### src/rtl/wasm_run_pkg.sv
// Shared state encoding and termination codes
// for the WASM run controller.
package wasm_run_pkg;

  typedef enum logic [2:0] {
    S_IDLE,
    S_LOAD,
    S_CORE_RST,
    S_RUN,
    S_DONE
  } state_t;

  localparam logic [2:0] ST_NONE        = 3'd0;
  localparam logic [2:0] ST_FINISH      = 3'd1;
  localparam logic [2:0] ST_INSTR_ERROR = 3'd2;
  localparam logic [2:0] ST_STACK_EXC   = 3'd3;
  localparam logic [2:0] ST_EMPTY_POP   = 3'd4;
  localparam logic [2:0] ST_TIMEOUT     = 3'd5;
  localparam logic [2:0] ST_LOAD_OVF    = 3'd6;

  // Simultaneous core events resolve by severity.
  function automatic logic [2:0] event_code(
    input logic err,
    input logic exc,
    input logic pop,
    input logic fin
  );
    logic [2:0] code;
    code = ST_NONE;
    priority case (1'b1)
      err:     code = ST_INSTR_ERROR;
      exc:     code = ST_STACK_EXC;
      pop:     code = ST_EMPTY_POP;
      fin:     code = ST_FINISH;
      default: code = ST_NONE;
    endcase
    return code;
  endfunction

endpackage

### src/rtl/wasm_sat_counter.sv
// Saturating up-counter used for RUN cycle
// accounting; holds at all-ones.
module wasm_sat_counter #(
  parameter int CNT_W = 32
) (
  input  logic             clk,
  input  logic             rst_n,
  input  logic             clear,
  input  logic             en,
  output logic [CNT_W-1:0] count,
  output logic             sat
);

  assign sat = &count;

  always_ff @(posedge clk or negedge rst_n) begin
    if (!rst_n) begin
      count <= '0;
    end else if (clear) begin
      count <= '0;
    end else if (en && !sat) begin
      count <= count + CNT_W'(1);
    end
  end

endmodule

### src/rtl/wasm_run_ctrl.sv
// Run controller: loads the image into BRAM,
// sequences core reset/run and latches status.
module wasm_run_ctrl
  import wasm_run_pkg::*;
#(
  parameter int ADDR_W     = 10,
  parameter int DATA_W     = 8,
  parameter int CNT_W      = 32,
  parameter int RST_CYCLES = 4
) (
  input  logic              clk,
  input  logic              rst_n,
  input  logic              i_load_valid,
  input  logic [DATA_W-1:0] i_load_data,
  input  logic              i_load_last,
  output logic              o_load_ready,
  output logic              o_mem_we,
  output logic [ADDR_W-1:0] o_mem_addr,
  output logic [DATA_W-1:0] o_mem_wdata,
  input  logic              i_start,
  input  logic [CNT_W-1:0]  i_timeout,
  output logic              o_core_rst_n,
  input  logic              i_instr_finish,
  input  logic              i_instr_error,
  input  logic              i_stack_exceed,
  input  logic              i_stack_empty_pop,
  output logic              o_busy,
  output logic              o_done,
  output logic [2:0]        o_status,
  output logic [CNT_W-1:0]  o_cycle_count
);

  localparam int RC_W = $clog2(RST_CYCLES + 1);
  localparam logic [RC_W-1:0] RST_LAST =
    RC_W'(RST_CYCLES - 1);

  state_t            state;
  state_t            nxt;
  logic [ADDR_W-1:0] addr_cnt;
  logic [ADDR_W-1:0] base;
  logic              full;
  logic [RC_W-1:0]   rst_cnt;
  logic              accept;
  logic              clr;
  logic              sat;
  logic              tmo;
  logic [2:0]        ev;

  assign accept = i_load_valid & o_load_ready;
  assign ev = event_code(i_instr_error, i_stack_exceed,
                         i_stack_empty_pop, i_instr_finish);
  assign tmo = (i_timeout != '0) && !sat &&
               ((o_cycle_count + CNT_W'(1)) == i_timeout);
  assign clr = (state == S_CORE_RST) ||
               (accept && state != S_LOAD);
  // A fresh image always starts at address 0.
  assign base = (state == S_LOAD) ? addr_cnt : '0;

  wasm_sat_counter #(.CNT_W(CNT_W)) u_cnt (
    .clk   (clk),
    .rst_n (rst_n),
    .clear (clr),
    .en    (state == S_RUN),
    .count (o_cycle_count),
    .sat   (sat)
  );

  always_comb begin
    nxt = state;
    unique case (state)
      S_IDLE, S_DONE: begin
        if (accept) nxt = i_load_last ? S_IDLE : S_LOAD;
        else if (i_start) nxt = S_CORE_RST;
      end
      S_LOAD: begin
        if (accept) begin
          if (full) nxt = S_DONE;
          else if (i_load_last) nxt = S_IDLE;
        end
      end
      S_CORE_RST: if (rst_cnt == RST_LAST) nxt = S_RUN;
      S_RUN: if (ev != ST_NONE || tmo) nxt = S_DONE;
      default: nxt = S_IDLE;
    endcase
  end

  always_ff @(posedge clk or negedge rst_n) begin
    if (!rst_n) begin
      state        <= S_IDLE;
      addr_cnt     <= '0;
      full         <= 1'b0;
      rst_cnt      <= '0;
      o_load_ready <= 1'b0;
      o_mem_we     <= 1'b0;
      o_mem_addr   <= '0;
      o_mem_wdata  <= '0;
      o_core_rst_n <= 1'b0;
      o_busy       <= 1'b0;
      o_done       <= 1'b0;
      o_status     <= ST_NONE;
    end else begin
      state        <= nxt;
      o_mem_we     <= 1'b0;
      o_load_ready <= nxt inside {S_IDLE, S_LOAD, S_DONE};
      o_busy       <= nxt inside {S_LOAD, S_CORE_RST, S_RUN};
      o_done       <= (nxt == S_DONE);
      o_core_rst_n <= (nxt == S_RUN);
      rst_cnt      <= (state == S_CORE_RST) ?
                      rst_cnt + RC_W'(1) : '0;
      if (accept) begin
        if (state == S_LOAD && full) begin
          o_status <= ST_LOAD_OVF;
          addr_cnt <= '0;
          full     <= 1'b0;
        end else begin
          o_mem_we    <= 1'b1;
          o_mem_addr  <= base;
          o_mem_wdata <= i_load_data;
          if (state != S_LOAD) o_status <= ST_NONE;
          if (i_load_last) begin
            addr_cnt <= '0;
            full     <= 1'b0;
          end else begin
            addr_cnt <= base + ADDR_W'(1);
            full     <= &base;
          end
        end
      end
      if (state == S_CORE_RST) o_status <= ST_NONE;
      if (state == S_RUN) begin
        if (ev != ST_NONE) o_status <= ev;
        else if (tmo) o_status <= ST_TIMEOUT;
      end
    end
  end

endmodule
### config.mk
export PLATFORM = sky130hd
export DESIGN_NAME = wasm_run_ctrl
export DESIGN_NICKNAME = d
export VERILOG_FILES = /design/src/rtl/wasm_run_pkg.sv /design/src/rtl/wasm_sat_counter.sv /design/src/rtl/wasm_run_ctrl.sv
export SDC_FILE = /design/constraint.sdc
export NUM_CORES = 1
export LEC_CHECK = 0
export ABC_AREA = 1
export CAP_MARGIN = 20
export CELL_PAD_IN_SITES_DETAIL_PLACEMENT = 0
export CELL_PAD_IN_SITES_GLOBAL_PLACEMENT = 1
export CORE_MARGIN = 8
export CORE_UTILIZATION = 36
export CTS_CLUSTER_SIZE = 10
export DETAILED_ROUTE_END_ITERATION = 10
export PLACE_DENSITY = 0.79
export SETUP_SLACK_MARGIN = 0.15
export SKIP_LAST_GASP = 1
export SYNTH_ARGS = -nofsm -noshare
export SYNTH_HDL_FRONTEND = slang
export SYNTH_SLANG_ARGS = --single-unit
export TNS_END_PERCENT = 30
### constraint.sdc
create_clock -name clk -period 2.4 [get_ports clk]
set_input_delay 0.24 -clock clk [delete_from_list [all_inputs] [get_ports clk]]
set_output_delay 0.24 -clock clk [all_outputs]
set_load 0.03 [all_outputs]
======== After elaboration in Yosys (flattened, before gate mapping) ========
Cells that the tools add are included.
operators by class
  reduce and logical (&&, ||, !) cells .... 19
  equal/unequal tests ..................... 11
  muxes and demuxes ....................... 30
  $add $sub $neg .......................... 3
  bitwise logic cells ..................... 2
operators with widths
  operator                                               count
  2-to-1 mux 32 bit                                      2
  2-to-1 mux 3 bit                                       18
  adder 32 x 1 -> 32 bit, second input constant          1
  == test 32 bit                                         1
  AND reduction 32 bit                                   1
  nonzero test 32 bit                                    1
  2-to-1 mux 10 bit                                      3
  == test 3 x 2 -> 1 bit, second input constant          5
  one-hot mux 3 bit (4 select lines)                     1
  adder 10 x 1 -> 10 bit, second input constant          1
  AND reduction 10 bit                                   1
  nonzero test 3 bit                                     3
  == test 3 x 1 -> 1 bit, second input constant          2
  == test 3 bit, second input constant                   2
  logical NOT 3 bit                                      2
  2-to-1 mux 1 bit                                       6
  logical AND 1 bit                                      5
  adder 3 x 1 -> 3 bit, second input constant            1
  inequality test 3 x 1 -> 1 bit, second input constant  1
  logical OR 1 bit                                       2
  AND reduction 2 bit                                    1
  nonzero test 2 bit                                     1
  OR reduction 2 bit                                     1
  AND 1 bit                                              1
  2 further kinds                                        2
word-level totals
  register bits after elaboration ......... 75
  logic and storage cells ................. 78

======== Depth between registers and ports, before layout ========
Gate-level depths: netlist of run 1.
  depth in word-level cells ............... 10
  mapped depth ............................ 18
  depth with buffers taken out ............ 18

======== Modules after synthesis ========
A second synthesis of run 1 with hierarchy kept.
unflattened totals
  cell total of the unflattened synthesis .. 912
  area total of the unflattened synthesis .. 5795.6 µm²
by module, submodules not included
  module            area an instance (µm²)  cells an instance  times used
  wasm_run_ctrl     3573.4                  584                1
  wasm_sat_counter  2222.1                  328                1

======== Worst setup path before layout of run 1 ========
Ideal clock, no wire load.
  path type ............................... register to register
  from .................................... register u_cnt.count[1]
  to ...................................... register o_status[1]
  cell stages (with the launch flop) ...... 19
  buffers on the path ..................... 0
  path slack .............................. 121 ps
  arrival time ............................ 2162 ps
  setup time .............................. 117 ps
  period minus slack after synthesis ...... 2279 ps
  path through ............................ dfrtp_1 > ha_1 > nand2_2 > nor2_8 > nand2_4 > nor2_8 > nand2_1 > nand2_1 > nand2_1 > nand2_1 > nand2_1 > nor2_1 > nand2_1 > nor2_1 > nand3_2 > nand2_1 > nand2_2 > nand2_1 > nand2_1
between the ends
  cells in the longest elaborated chain, start to end .. 7
  elaborated cells on any way between the ends .. 9
  classes of those cells .................. add/sub: 1; eq/ne: 1; mux: 3; reduce/logical: 4
RTL lines
  item                                                            line                    source
  from (decl)                                                     wasm_sat_counter.sv:10  output logic [CNT_W-1:0] count,
  from (signal assigned)                                          wasm_sat_counter.sv:22  count <= count + CNT_W'(1);
  branches (longest 3 deep; another with adder 32 x 1 -> 32 bit)  n/a
  logical AND 1 bit *                                             wasm_run_ctrl.sv:52     assign tmo = (i_timeout != '0) && !sat &&
  2-to-1 mux 3 bit *                                              wasm_run_ctrl.sv:132    else if (tmo) o_status <= ST_TIMEOUT;
  2-to-1 mux 3 bit *                                              wasm_run_ctrl.sv:131    if (ev != ST_NONE) o_status <= ev;
  2-to-1 mux 3 bit *                                              wasm_run_ctrl.sv:130    if (state == S_RUN) begin
  to (signal assigned)                                            wasm_run_ctrl.sv:131
  to (decl)                                                       wasm_run_ctrl.sv:29     output logic [2:0] o_status,
Every way passes the cells marked *.
A chain may end at the register's enable or synchronous reset.

======== Worst setup path in the final report of run 1 ========
  from .................................... register u_cnt.count[3]
  to ...................................... register o_status[1]
The elaborated chain is that of the path after synthesis.

==> results of run 1 <==
-- timing repair --
action / CTS / global route
setup buffers: 23 / 9
gates resized for setup: 26 / 57
cloned: 0 / 2
endpoints found under the hold margin: 39 / 0
pin swaps: 23 / 21
hold buffers: 1 / 0
endpoints found under the setup margin: 16 / 43
-- state kept, by name, summed over array words and instances, names as in the netlist, 3 cells and up --
register / flops
rst_cnt: 3
state: 3
o_mem_wdata: 8
o_status: 3
addr_cnt: 10
o_mem_addr: 10
u_cnt.count: 32
-- placed cells by master (no fill, tap or decap), types with 5 or more instances in the layout --
cell / Yosys / layout
nand2_1: 274 / 248
clkdlybuf4s50_1: 0 / 105
nor2_1: 112 / 97
inv_1: 97 / 94
dfrtp_1: 75 / 69
nand3_1: 77 / 68
buf_4: 0 / 59
o21ai_0: 28 / 27
nand2_2: 5 / 26
o22ai_1: 20 / 19
nor2_2: 3 / 16
nand3b_1: 10 / 10
clkbuf_16: 0 / 10
nand3_2: 2 / 9
buf_6: 0 / 9
nor2_4: 6 / 8
nand2_4: 2 / 7
xor2_1: 6 / 6
buf_12: 0 / 6
dfrtp_2: 0 / 6
nor3_1: 6 / 5
a21oi_1: 6 / 5
-- metrics by stage --
| step | instances | hold slack (ns) | utilization | TNS [ns] | cell area [um2] |
|---|---|---|---|---|---|
| CTS | 1129 | 0.423 | 0.528 | 0 | 7310 |
| global route | 1140 | 0.442 | 0.550 | -2.14 | 7600 |
| floorplan | 773 | -0.0556 | - | 0 | 5090 |
| finish | 1140 | 0.425 | 0.550 | -0.0430 | 7600 |
| detailed placement | 1089 | 0.282 | 0.484 | -0.420 | 6690 |
| global placement | 1089 | 0.277 | 0.484 | -0.0297 | 6690 |
-- power breakdown --
| part | switching (mW) | internal (mW) | total (mW) |
|---|---|---|---|
| Sequential | 0.103 | 1.43 | 1.54 |
| Combinational | 1.12 | 0.698 | 1.82 |
| Clock | 0.600 | 0.920 | 1.52 |
-- worst min path at each step --
| stage | endpoint | cells past startpoint |
|---|---|---|
| 3_3_place_gp | o_mem_wdata[0] | 1 |
| 5_1_grt | o_mem_wdata[7] | 3 |
| 3_5_place_dp | o_mem_wdata[3] | 1 |
| 4_1_cts | o_mem_wdata[6] | 3 |
| 6_report | o_mem_wdata[6] | 3 |
| 2_1_floorplan | addr_cnt[0] | 0 |
-- cells by family after synthesis --
group	Yosys count	synth area share
and+or+nand+nor	508	0.435
AOI/OAI and AO/OA	66	0.0740
buffers and inverters	107	0.0794
DFF	75	0.369
adders and majority gates	4	0.00983
xor gates and xnor gates	13	0.0334
-- area by class of cell --
type | count | area (um2) | share of cell area
Timing Repair Buffer | 181 | 1750 | 0.230
Tap cell | 180 | 225 | 0.0296
Clock buffer | 9 | 225 | 0.0296
Sequential cell | 75 | 1880 | 0.248
Clock inverter | 7 | 98.8 | 0.0130
Inverter | 97 | 368 | 0.0484
Multi-Input combinational cell | 591 | 3050 | 0.401
-- layer usage --
| layer | routed length [um] | part of all wire |
|---|---|---|
| met2 | 9660 | 0.49 |
| met5 | 0 | 0 |
| met4 | 479 | 0.024 |
| met3 | 1150 | 0.058 |
| met1 | 8570 | 0.43 |
-- worst max-delay path: stages, from the launching register on --
cell and delay (ns):
dfrtp_1 0.38, buf_6 0.13, clkinvlp_4 0.13, nor2_8 0.21
buf_4 0.13, nand3b_1 0.15, nor2_1 0.16, nand2_1 0.10
nand3b_1 0.16, nand2_1 0.07, nor2_1 0.09, nand2_1 0.06
nor2_2 0.13, nand3_4 0.13, nand2_2 0.08, nand2_2 0.06
nand2_1 0.08, nand2_1 0.04
==> impl_metrics.py, run 1 <==
metrics = {
    "floorplan": {
        "die_w_um": 135,
        "coreArea_mm2": 0.0138,
        "initial_core_util": 0.368,
        "io-pin-count": 107,
        "die_h_um": 135,
        "die_area_mm2": 0.0182,
        "core.rowCount": 43,
    },
    "drt": {
        "via_per_inst": 5.03,
        "drtAntennaViolNets": 0,
        "vias": 5734,
        "wirelength_um": 19900,
        "drtPass1Iterations": 5,
        "wire_per_inst_um": 17.4,
        "drt_iter0_drc": 393,
        "drc_errors": 0,
    },
    "critical_path": {
        "critPathCaptureType": "flip-flop",
        "cp-startpoint": "u_cnt.count[3]",
        "arrival_ns": 2.67,
        "endpoint": "o_status[1]",
        "r2r_end": "o_status[1]",
        "rrSetupSlack_ns": -0.02,
        "r2r_cells": 17,
        "start_kind": "flip-flop",
        "worst-setup-path-type": "flip-flop to flip-flop",
        "r2r_start": "u_cnt.count[3]",
        "cp_max_fo": 6,
        "crit_required_ns": 2.65,
    },
    "synthesis": {
        "netlist.area_leader.share": 0.369,
        "netlist-cell-type-count": 34,
        "syn_area_per_cell_um2": 6.59,
        "ys_ff_latch": 75,
        "synth_area_leaders": "dfrtp_1, nand2_1, nor2_1",
        "synthesis.area_mm2": 0.00509,
        "synthFlopType": "dfrtp_1",
        "yosys-top-cells-count": "nand2_1, nor2_1, inv_1",
        "ys_seq_area_frac": 0.369,
        "synth.net_count": 826,
        "synth-edff-count": 0,
        "yosysWarnings": 0,
        "syn_inst": 773,
        "async_reset_ff_frac": 1.00,
        "yosysMostFrequentCell": "nand2_1",
        "synth_top_area_cell": "dfrtp_1",
    },
    "sta": {
        "timing.slew.headroom": 0.578,
        "rsz0062_at_grt": "true",
        "finalMaxSlewViolations": 0,
        "finClkSkew_ns": 0.0110,
        "post-route-period-util": 1.01,
        "worst_slack_ns": -0.0227,
        "hold_viol": 0,
        "fin_crit_ns": 2.42,
        "setup_violations": 2,
        "max_freq_mhz": 413,
        "tightest_slew_ns": 0.628,
    },
    "cells_and_area": {
        "nets": 1008,
        "drive_gt1_frac": 0.189,
        "antennaDiodeCount": 0,
        "area_growth_pct": 49.3,
        "fillers": 1318,
    },
    "global_routing": {
        "use_met3": 0.0553,
        "use_met2": 0.362,
        "overflow": 0,
        "grt_pass1_vias": 5717,
        "grt_first_pass_wirelength_um": 30500,
        "antenna_found_initial": 0,
        "grt_util_met1": 0.261,
        "grt_max_degree": 41,
        "grt-busiest-layer": "met2",
        "track_usage": 0.215,
    },
    "outcome": {
        "outcome": "finished with violations",
        "violations": "negative setup slack",
    },
    "flow_run": {
        "drv_cap": 0,
    },
    "placement": {
        "port_buffers": 106,
        "pre_cts_slack_ns": -0.121,
        "dp.final_hpwl_um": 14800,
        "routabilityCongestion": 0.905,
    },
    "cts": {
        "cts_root_buf": "clkbuf_16",
        "cts_max_level": 3,
        "cts_tree": "done",
        "clockBufferDepth": 2,
        "numCtsBuffers": 9,
        "cts_sinks": 75,
        "clk_pin_slew_ns": 0.07,
        "worstSkewPairLatency_ns": 0.35,
    },
    "power": {
        "max-vdd-ir-drop_mv": 0.650,
        "powerDensity_mw_per_mm2": 642,
        "power.total_mw": 4.88,
        "p_leak_nw": 3.53,
    },
    "min_path": {
        "hold_class": "primary input to flip-flop",
        "hold_start": "i_load_data[6]",
    },
}
Note: power is estimated with default switching activity, not from simulation.
==> inputs of run 2 (changes only) <==
--- a/config.mk
+++ b/config.mk
@@ -6,7 +6,6 @@
 export NUM_CORES = 1
 export LEC_CHECK = 0
 export ABC_AREA = 1
-export CAP_MARGIN = 20
 export CELL_PAD_IN_SITES_DETAIL_PLACEMENT = 0
 export CELL_PAD_IN_SITES_GLOBAL_PLACEMENT = 1
 export CORE_MARGIN = 8
==> results of run 2 <==
Same layout as run 1: the final DEF is identical, and so are final timing and power.
==> inputs of run 3 (changes only) <==
--- a/config.mk
+++ b/config.mk
@@ -6,6 +6,7 @@
 export NUM_CORES = 1
 export LEC_CHECK = 0
 export ABC_AREA = 1
+export ABC_CLOCK_PERIOD_IN_PS = 2400
 export CELL_PAD_IN_SITES_DETAIL_PLACEMENT = 0
 export CELL_PAD_IN_SITES_GLOBAL_PLACEMENT = 1
 export CORE_MARGIN = 8
==> results of run 3 <==
Same layout as run 1: the final DEF is identical, and so are final timing and power.
